--- src/rtl/gold_ring_pkg.sv ---
// gold_ring_pkg
//   Shared constants for the gold ring router: flit field positions and the
//   port indices used to address the three router ports (PE, CW, CCW).
//   Also provides small helpers to read and replace the hop field of a flit.
package gold_ring_pkg;

  localparam int DATA_W  = 64;
  localparam int VC_BIT  = 63;
  localparam int DIR_BIT = 62;
  localparam int HOP_LSB = 48;
  localparam int HOP_W   = 8;

  // Port indices; every per-port array in the router is indexed by these.
  localparam int PE  = 0;
  localparam int CW  = 1;
  localparam int CCW = 2;

  // Extract the hop count from a flit.
  function automatic logic [HOP_W-1:0] get_hop(input logic [DATA_W-1:0] flit);
    return flit[HOP_LSB +: HOP_W];
  endfunction

  // Return a copy of the flit with only the hop field replaced.
  function automatic logic [DATA_W-1:0] set_hop(input logic [DATA_W-1:0] flit,
                                                input logic [HOP_W-1:0]  hop);
    logic [DATA_W-1:0] res;
    res = flit;
    res[HOP_LSB +: HOP_W] = hop;
    return res;
  endfunction

endpackage

--- src/rtl/gold_ring_router_if.sv ---
// gold_ring_router_if
//   One unidirectional flit link: send/ready handshake plus 64-bit data.
//   A transfer happens on a clock edge where send and ready are both high.
//   Ports (signals):
//     send  - sender has a flit on data
//     ready - receiver can accept this cycle
//     data  - flit
//   Modports: master = sending side, slave = receiving side.
interface gold_ring_router_if;
  import gold_ring_pkg::*;

  logic              send;
  logic              ready;
  logic [DATA_W-1:0] data;

  modport master (output send, output data, input ready);
  modport slave  (input send, input data, output ready);

endinterface

--- src/rtl/gold_vc_buf.sv ---
// gold_vc_buf
//   Two-entry flit holder, one entry per virtual channel. Each entry has a
//   full flag. A write and a clear may happen in the same cycle as long as
//   they address different VCs (the router guarantees this).
//   Ports:
//     clk, reset        - clock, asynchronous active-high reset
//     wr_en/wr_vc/wr_data - load wr_data into entry wr_vc and mark it full
//     clr_en/clr_vc     - mark entry clr_vc empty
//     rd_vc/rd_data     - read mux of the entry data
//     full              - per-VC full flags
module gold_vc_buf
  import gold_ring_pkg::*;
(
  input  logic              clk,
  input  logic              reset,
  input  logic              wr_en,
  input  logic              wr_vc,
  input  logic [DATA_W-1:0] wr_data,
  input  logic              clr_en,
  input  logic              clr_vc,
  input  logic              rd_vc,
  output logic [1:0]        full,
  output logic [DATA_W-1:0] rd_data
);

  logic [DATA_W-1:0] mem [2];

  // Entry storage and full flags; write wins over clear for the same VC.
  always_ff @(posedge clk or posedge reset) begin
    if (reset) begin
      full   <= 2'b00;
      mem[0] <= '0;
      mem[1] <= '0;
    end else begin
      for (int v = 0; v < 2; v++) begin
        if (wr_en && (wr_vc == v[0])) begin
          full[v] <= 1'b1;
          mem[v]  <= wr_data;
        end else if (clr_en && (clr_vc == v[0])) begin
          full[v] <= 1'b0;
        end else begin
          full[v] <= full[v];
        end
      end
    end
  end

  assign rd_data = mem[rd_vc];

endmodule

--- src/rtl/gold_ring_router.sv ---
// gold_ring_router
//   One node of a 4-node bidirectional ring. Two virtual channels; a global
//   polarity bit p alternates every cycle. VC p talks to the external links
//   (send from output buffers, accept into input buffers) while VC ~p moves
//   flits from input buffers to output buffers with routing/arbitration.
//   Ports:
//     clk, reset        - clock, asynchronous active-high reset
//     cw_in / ccw_in    - ring input links (slave)
//     cw_out / ccw_out  - ring output links (master)
//     pe_in / pe_out    - NIC injection / ejection links
//     polarity          - current polarity
module gold_ring_router
  import gold_ring_pkg::*;
(
  input  logic                      clk,
  input  logic                      reset,
  gold_ring_router_if.slave         cw_in,
  gold_ring_router_if.master        cw_out,
  gold_ring_router_if.slave         ccw_in,
  gold_ring_router_if.master        ccw_out,
  gold_ring_router_if.slave         pe_in,
  gold_ring_router_if.master        pe_out,
  output logic                      polarity
);

  logic              q;
  logic              in_send  [3];
  logic [DATA_W-1:0] in_data  [3];
  logic              in_rdy   [3];
  logic              in_wr    [3];
  logic              in_clr   [3];
  logic [1:0]        in_full  [3];
  logic [DATA_W-1:0] in_qdata [3];
  logic              out_rdy  [3];
  logic              out_send [3];
  logic [DATA_W-1:0] out_dout [3];
  logic              out_wr   [3];
  logic              out_clr  [3];
  logic [DATA_W-1:0] out_wdata[3];
  logic [1:0]        out_full [3];
  logic [DATA_W-1:0] out_pdata[3];

  // Round-robin pointers, one bit per VC, for each contended output.
  logic [1:0] rr_pe, rr_cw, rr_ccw;
  logic [1:0] rr_pe_nxt, rr_cw_nxt, rr_ccw_nxt;

  assign q = ~polarity;

  assign in_send[PE]  = pe_in.send;
  assign in_send[CW]  = cw_in.send;
  assign in_send[CCW] = ccw_in.send;
  assign in_data[PE]  = pe_in.data;
  assign in_data[CW]  = cw_in.data;
  assign in_data[CCW] = ccw_in.data;
  assign pe_in.ready  = in_rdy[PE];
  assign cw_in.ready  = in_rdy[CW];
  assign ccw_in.ready = in_rdy[CCW];

  assign out_rdy[PE]  = pe_out.ready;
  assign out_rdy[CW]  = cw_out.ready;
  assign out_rdy[CCW] = ccw_out.ready;
  assign pe_out.send  = out_send[PE];
  assign cw_out.send  = out_send[CW];
  assign ccw_out.send = out_send[CCW];
  assign pe_out.data  = out_dout[PE];
  assign cw_out.data  = out_dout[CW];
  assign ccw_out.data = out_dout[CCW];

  // Input buffers are written on VC p and drained on VC q; output buffers the reverse.
  for (genvar i = 0; i < 3; i++) begin : g_buf
    gold_vc_buf u_in (
      .clk     (clk),
      .reset   (reset),
      .wr_en   (in_wr[i]),
      .wr_vc   (polarity),
      .wr_data (in_data[i]),
      .clr_en  (in_clr[i]),
      .clr_vc  (q),
      .rd_vc   (q),
      .full    (in_full[i]),
      .rd_data (in_qdata[i])
    );
    gold_vc_buf u_out (
      .clk     (clk),
      .reset   (reset),
      .wr_en   (out_wr[i]),
      .wr_vc   (q),
      .wr_data (out_wdata[i]),
      .clr_en  (out_clr[i]),
      .clr_vc  (polarity),
      .rd_vc   (polarity),
      .full    (out_full[i]),
      .rd_data (out_pdata[i])
    );
  end

  // Polarity flips every cycle out of reset.
  always_ff @(posedge clk or posedge reset) begin
    if (reset) begin
      polarity <= 1'b0;
    end else begin
      polarity <= ~polarity;
    end
  end

  // Arbitration pointer state.
  always_ff @(posedge clk or posedge reset) begin
    if (reset) begin
      rr_pe  <= 2'b00;
      rr_cw  <= 2'b00;
      rr_ccw <= 2'b00;
    end else begin
      rr_pe  <= rr_pe_nxt;
      rr_cw  <= rr_cw_nxt;
      rr_ccw <= rr_ccw_nxt;
    end
  end

  // External phase on VC p: link handshakes, output send/clear, input capture.
  always_comb begin
    for (int i = 0; i < 3; i++) begin
      in_rdy[i]   = ~in_full[i][polarity];
      in_wr[i]    = in_send[i] & in_rdy[i];
      out_send[i] = out_full[i][polarity] & out_rdy[i];
      out_clr[i]  = out_send[i];
      out_dout[i] = out_send[i] ? out_pdata[i] : {DATA_W{1'b0}};
    end
  end

  // Routing requests for the flits sitting in the VC q input entries.
  logic              v_pe, v_cw, v_ccw;
  logic              cw_eject, ccw_eject, pe_loop, pe_dir;
  logic [DATA_W-1:0] cw_fwd, ccw_fwd;
  logic              r_pe_cw, r_pe_ccw, r_pe_pe;
  logic              r_cw_cw, r_cw_pe, r_ccw_ccw, r_ccw_pe;

  assign v_pe      = in_full[PE][q];
  assign v_cw      = in_full[CW][q];
  assign v_ccw     = in_full[CCW][q];
  assign cw_eject  = (get_hop(in_qdata[CW])  == 8'd1);
  assign ccw_eject = (get_hop(in_qdata[CCW]) == 8'd1);
  assign pe_loop   = (get_hop(in_qdata[PE])  == 8'd0);
  assign pe_dir    = in_qdata[PE][DIR_BIT];
  // Ring flits always lose one hop; hop 1 becomes 0 on ejection, hop 0 wraps to 255.
  assign cw_fwd    = set_hop(in_qdata[CW],  get_hop(in_qdata[CW])  - 8'd1);
  assign ccw_fwd   = set_hop(in_qdata[CCW], get_hop(in_qdata[CCW]) - 8'd1);

  assign r_pe_cw   = v_cw  &  cw_eject;
  assign r_pe_ccw  = v_ccw &  ccw_eject;
  assign r_pe_pe   = v_pe  &  pe_loop;
  assign r_cw_cw   = v_cw  & ~cw_eject;
  assign r_cw_pe   = v_pe  & ~pe_loop & ~pe_dir;
  assign r_ccw_ccw = v_ccw & ~ccw_eject;
  assign r_ccw_pe  = v_pe  & ~pe_loop &  pe_dir;

  logic g_pe_cw, g_pe_ccw, g_pe_pe, g_cw_cw, g_cw_pe, g_ccw_ccw, g_ccw_pe;

  // Internal phase on VC q: per-output arbitration and input-to-output moves.
  always_comb begin
    g_pe_cw    = 1'b0;
    g_pe_ccw   = 1'b0;
    g_pe_pe    = 1'b0;
    g_cw_cw    = 1'b0;
    g_cw_pe    = 1'b0;
    g_ccw_ccw  = 1'b0;
    g_ccw_pe   = 1'b0;
    rr_pe_nxt  = rr_pe;
    rr_cw_nxt  = rr_cw;
    rr_ccw_nxt = rr_ccw;

    // PE output: CW vs CCW round robin; loopback only when no ring flit wants it.
    if (~out_full[PE][q]) begin
      if (r_pe_cw && r_pe_ccw) begin
        g_pe_cw       = ~rr_pe[q];
        g_pe_ccw      =  rr_pe[q];
        rr_pe_nxt[q]  = ~rr_pe[q];
      end else begin
        g_pe_cw  = r_pe_cw;
        g_pe_ccw = r_pe_ccw;
        g_pe_pe  = ~r_pe_cw & ~r_pe_ccw & r_pe_pe;
      end
    end else begin
      g_pe_cw = 1'b0;
    end

    // CW output: pointer 0 favours the ring input.
    if (~out_full[CW][q]) begin
      if (r_cw_cw && r_cw_pe) begin
        g_cw_cw      = ~rr_cw[q];
        g_cw_pe      =  rr_cw[q];
        rr_cw_nxt[q] = ~rr_cw[q];
      end else begin
        g_cw_cw = r_cw_cw;
        g_cw_pe = r_cw_pe;
      end
    end else begin
      g_cw_cw = 1'b0;
    end

    // CCW output: mirror of the CW output.
    if (~out_full[CCW][q]) begin
      if (r_ccw_ccw && r_ccw_pe) begin
        g_ccw_ccw     = ~rr_ccw[q];
        g_ccw_pe      =  rr_ccw[q];
        rr_ccw_nxt[q] = ~rr_ccw[q];
      end else begin
        g_ccw_ccw = r_ccw_ccw;
        g_ccw_pe  = r_ccw_pe;
      end
    end else begin
      g_ccw_ccw = 1'b0;
    end

    out_wr[PE]     = g_pe_cw | g_pe_ccw | g_pe_pe;
    out_wdata[PE]  = g_pe_cw ? cw_fwd : (g_pe_ccw ? ccw_fwd : in_qdata[PE]);
    out_wr[CW]     = g_cw_cw | g_cw_pe;
    out_wdata[CW]  = g_cw_cw ? cw_fwd : in_qdata[PE];
    out_wr[CCW]    = g_ccw_ccw | g_ccw_pe;
    out_wdata[CCW] = g_ccw_ccw ? ccw_fwd : in_qdata[PE];

    in_clr[PE]     = g_pe_pe | g_cw_pe | g_ccw_pe;
    in_clr[CW]     = g_pe_cw | g_cw_cw;
    in_clr[CCW]    = g_pe_ccw | g_ccw_ccw;
  end

endmodule

--- src/flat_wrapper.sv ---
// flat-port wrapper written by rule: the top's interface ports become plain ports
module gold_ring_router_flat import gold_ring_pkg::*;
  (clk, reset, polarity, cw_in_send, cw_in_data, cw_in_ready, cw_out_send, cw_out_data, cw_out_ready, ccw_in_send, ccw_in_data, ccw_in_ready, ccw_out_send, ccw_out_data, ccw_out_ready, pe_in_send, pe_in_data, pe_in_ready, pe_out_send, pe_out_data, pe_out_ready);
  gold_ring_router_if cw_in_i ();
  gold_ring_router_if cw_out_i ();
  gold_ring_router_if ccw_in_i ();
  gold_ring_router_if ccw_out_i ();
  gold_ring_router_if pe_in_i ();
  gold_ring_router_if pe_out_i ();
  input  logic clk;
  input  logic reset;
  output logic polarity;
  input wire logic [$bits(cw_in_i.send)-1:0] cw_in_send;
  input wire logic [$bits(cw_in_i.data)-1:0] cw_in_data;
  output wire logic [$bits(cw_in_i.ready)-1:0] cw_in_ready;
  output wire logic [$bits(cw_out_i.send)-1:0] cw_out_send;
  output wire logic [$bits(cw_out_i.data)-1:0] cw_out_data;
  input wire logic [$bits(cw_out_i.ready)-1:0] cw_out_ready;
  input wire logic [$bits(ccw_in_i.send)-1:0] ccw_in_send;
  input wire logic [$bits(ccw_in_i.data)-1:0] ccw_in_data;
  output wire logic [$bits(ccw_in_i.ready)-1:0] ccw_in_ready;
  output wire logic [$bits(ccw_out_i.send)-1:0] ccw_out_send;
  output wire logic [$bits(ccw_out_i.data)-1:0] ccw_out_data;
  input wire logic [$bits(ccw_out_i.ready)-1:0] ccw_out_ready;
  input wire logic [$bits(pe_in_i.send)-1:0] pe_in_send;
  input wire logic [$bits(pe_in_i.data)-1:0] pe_in_data;
  output wire logic [$bits(pe_in_i.ready)-1:0] pe_in_ready;
  output wire logic [$bits(pe_out_i.send)-1:0] pe_out_send;
  output wire logic [$bits(pe_out_i.data)-1:0] pe_out_data;
  input wire logic [$bits(pe_out_i.ready)-1:0] pe_out_ready;
  assign cw_in_i.send = cw_in_send;
  assign cw_in_i.data = cw_in_data;
  assign cw_in_ready = cw_in_i.ready;
  assign cw_out_send = cw_out_i.send;
  assign cw_out_data = cw_out_i.data;
  assign cw_out_i.ready = cw_out_ready;
  assign ccw_in_i.send = ccw_in_send;
  assign ccw_in_i.data = ccw_in_data;
  assign ccw_in_ready = ccw_in_i.ready;
  assign ccw_out_send = ccw_out_i.send;
  assign ccw_out_data = ccw_out_i.data;
  assign ccw_out_i.ready = ccw_out_ready;
  assign pe_in_i.send = pe_in_send;
  assign pe_in_i.data = pe_in_data;
  assign pe_in_ready = pe_in_i.ready;
  assign pe_out_send = pe_out_i.send;
  assign pe_out_data = pe_out_i.data;
  assign pe_out_i.ready = pe_out_ready;
  gold_ring_router u_core (.clk(clk), .reset(reset), .cw_in(cw_in_i), .cw_out(cw_out_i), .ccw_in(ccw_in_i), .ccw_out(ccw_out_i), .pe_in(pe_in_i), .pe_out(pe_out_i), .polarity(polarity));
endmodule
--- config.mk ---
export PLATFORM = sky130hd
export DESIGN_NAME = gold_ring_router_flat
export DESIGN_NICKNAME = d
export VERILOG_FILES = /design/src/rtl/gold_ring_pkg.sv /design/src/rtl/gold_ring_router_if.sv /design/src/rtl/gold_vc_buf.sv /design/src/rtl/gold_ring_router.sv /design/src/flat_wrapper.sv
export SDC_FILE = /design/constraint.sdc
export NUM_CORES = 2
export LEC_CHECK = 0
export ABC_AREA = 1
export BUFFER_PORTS_ARGS = -buffer_cell sky130_fd_sc_hd__buf_4
export CAP_MARGIN = 30
export CELL_PAD_IN_SITES_DETAIL_PLACEMENT = 2
export CELL_PAD_IN_SITES_GLOBAL_PLACEMENT = 2
export CORE_UTILIZATION = 32
export DETAILED_ROUTE_END_ITERATION = 7
export PLACE_DENSITY = 0.79
export SLEW_MARGIN = 5
export SYNTH_ARGS = -nofsm -noshare
export SYNTH_HDL_FRONTEND = slang
export SYNTH_SLANG_ARGS = --single-unit
--- constraint.sdc ---
create_clock -name clk -period 22.1 [get_ports clk]
set_clock_uncertainty 0.1 [all_clocks]
set_input_delay 1.105 -clock clk [delete_from_list [all_inputs] [get_ports clk]]
set_output_delay 1.105 -clock clk [all_outputs]
set_load 0.05 [all_outputs]
==> results by group <==
Timing
  – Hold Violations, Final: 0
  – Minimum clock period: just under 7000 ps
  – Worst-Margin Slew: 1090 ps
  – RSZ-0062 raised after global routing: no
  – Setup_tns: 0 ps
  – Fmax: roughly 0.15 GHz
  – Rel. slew slack: 0.275
  – Final setup fails: 0
  – Pins Over Slew Limit: 0
  – Tcrit/Tclk final: 0.309

Drt
  – Vias per inst: 5.27
  – Remaining DRCs: 0
  – Vias: 35.0k
  – Routed wire length: ~160 mm
  – Drt pass-1 iters: 5
  – Antenna viol nets, final: 0
  – Drt wl/cell: 24.4 um
  – DR iter-0 viols: 2,669

Critical path
  – Crit path capture type: output pin
  – Cell Chain, Critical Path: inv_6, buf_4, buf_4, buf_4, o21ai_0, inv_1, nand2_1, clkinv_2, buf_4, a22o_1, buf_4
  – Reg-to-Reg Start: u_core.polarity$_DFF_PP0_
  – Critical Path RT: 20,900 ps
  – Worst path slowest cell: dfrtp_4
  – Critical Path Start: u_core.polarity$_DFF_PP0_
  – R2R cell count: 17
  – Startpoint types: flop
  – CP peak stage delay: 720 ps
  – Most used cell, CP: buf_4
  – CP Class: flop to output pin
  – CP max FO: 43
  – Worst endpoint data arrival time: 5630 ps

Yosys
  – Register area share after synthesis: 0.517
  – Post-synth EDFFs: 0
  – Post-synth ARST share: 1.00
  – Top-area cell type share of the netlist area: 0.517
  – Post-synthesis instance area: 0.0381 mm^2
  – Commonest cells in the netlist: 2,182 x nand2_1, 787 x dfrtp_1, 459 x o21ai_0
  – Mapped Cells: approximately 4.8k
  – Avg Synthesized Cell Area: 7.94 um^2
  – Yosys reg bits: 787
  – Synthesized Nets: roughly 5.0k
  – Leading area contributor after synthesis: dfrtp_1
  – Most numerous cell in the Yosys netlist: nand2_1
  – Synth cell types: 35
  – Synth Flop Type: dfrtp_1
  – YS warnings: 0
  – Synth area leaders: dfrtp_1 52%, nand2_1 21%, o21ai_0 6.0%

CTS
  – CTS H-tree depth: 3
  – Cts hold-fix bufs: 0
  – CTS tree: done
  – Post-CTS sizing: 0
  – CTS Buf Count: 94
  – Clock Root Buffer: clkbuf_16
  – CTS Buffer Depth: 3
  – Clock sink count: 787
  – Post-CTS setup buffer count: 0
  – Worst-path clk slew: 60 ps
  – Clock latency on the worst-skew pair: 700 ps

Floorplan
  – I/O pin total: 399
  – Die area: about 0.12 mm^2
  – Die Wd: 347 um
  – Core region area: 0.118 mm^2
  – Initial Utilization: 0.323
  – Row Count: roughly 130
  – Die Ht: 347 um

Power
  – VDD IR max: 88.7 uV
  – LEAKAGE: 0.0250 uW
  – PD cells: 149 mW/mm^2

Global routing
  – Vias in the first global route: 37.9k
  – GR Util All Layers: 0.267
  – Initial antenna violation count: 3
  – Largest net degree at the start of global routing: 163
  – First-pass GRT wire length: about 240 mm
  – Remaining Overflow, GRT: 0

Final layout
  – P&R area growth vs syn: 19.3%
  – # diodes: 0
  – Nets@finish: 5,232
  – Final instance area: between 0.04 and 0.05 mm^2
  – Layout cells sized above 1: 0.145
  – Core Util, Final: 0.385

Placement
  – HPWL after detailed placement: 109 mm
  – IO Port Bufs: 398
  – Routability Congestion: 0.810
  – Placed instance area: 0.0420 mm^2

Run status
  – Status: completed

Worst hold path
  – Cells on Worst Hold Path: 1
  – Min-delay src: u_core.rr_pe[1]$_DFFE_PP0P_
  – Worst Hold Class: flop to flop

Job
  – Max cap viols: 0
-- placed cells by master (no fill, tap or decap), drive strengths merged --
master	count
a21oi	7
a22o	192
buf	460
bufinv	5
clkbuf	139
clkinv	30
clkinvlp	3
dfrtp	787
ha	4
inv	320
mux2i	56
nand2	2193
nand3	264
nand3b	60
nand4	4
nor2	24
nor3	1
o21ai	484
or2	59
xnor2	6
xor2	7
-- where the power goes --
| part | internal [uW] | switching [uW] |
|---|---|---|
| clock | 959 | 665 |
| combinational | 777 | 1900 |
| sequential | 2080 | 408 |
-- flip-flops by register name, summed over array words and instances (netlist names) --
signal and flops:
u_core.g_buf.u_in.mem 384, u_core.g_buf.u_out.mem 384, u_core.g_buf.u_in.full 6, u_core.g_buf.u_out.full 6, u_core.rr_ccw 2, u_core.rr_cw 2
u_core.rr_pe 2, u_core.polarity 1
-- kinds of logic (layout without fill, tap and decap cells) --
logic type,Yosys count,in the layout,share of synthesized area
flops,787,787,0.517
buf+inv,649,957,0.0769
fa+ha+maj,4,4,0.00131
simple gates,2605,2605,0.277
xor+xnor,13,13,0.00299
mux,56,56,0.0147
compound gates,683,683,0.110
-- stage by stage --
stage	std cells	total power, uW	worst slack, ps	hold WS (ps)
floorplan	4797	4150	10100	341
global route	6641	7200	15090	396
finish	6641	6790	15270	376
CTS	6633	6810	15250	375
detailed placement	6460	5130	15800	366
global placement	6455	4980	15940	357
-- critical path, delay by kind of cell (launching register included) --
kind / cells / cell delay, ps
buffers and inverters: 8 / 3470
DFF: 1 / 720
AOI/OAI and AO/OA: 2 / 500
and+or+nand+nor: 1 / 60
-- path summary, 6_finish.rpt --
path | slack, ps | end
setup / recovery | 15270 | cw_out_data[6]
hold / removal | 380 | u_core.rr_pe[1]$_DFFE_PP0P_
setup reg to reg | 16390 | u_core.g_buf[1].u_out.mem[82]$_DFFE_PP0P_
hold reg to reg | 380 | u_core.rr_pe[1]$_DFFE_PP0P_
max in group asynchronous | 18340 | u_core.g_buf[1].u_in.mem[14]$_DFFE_PP0P_
min in group asynchronous | 600 | u_core.g_buf[2].u_in.mem[109]$_DFFE_PP0P_
-- area by class of cell --
type,count,area (um^2)
Sequential cell,787,19700
Tap cell,1536,1920
Inverter,324,1230
Fill cell,13400,72600
Multi-Input combinational cell,3361,15700
Timing Repair Buffer,460,3690
Clock buffer,139,2870
Clock inverter,34,364
-- routing by layer --
| layer | part of all wire | wire length, um | up-vias | GRT usage |
|---|---|---|---|---|
| met5 | 0.00014 | 23 | - | 0 |
| met4 | 0.037 | 5940 | 4 | 0.0949 |
| met3 | 0.041 | 6600 | 248 | 0.0326 |
| met2 | 0.46 | 74400 | 850 | 0.428 |
| met1 | 0.46 | 74900 | 18300 | 0.370 |
| li1 | - | - | 15600 | - |
No activity file was read; power rests on OpenSTA's default activity.
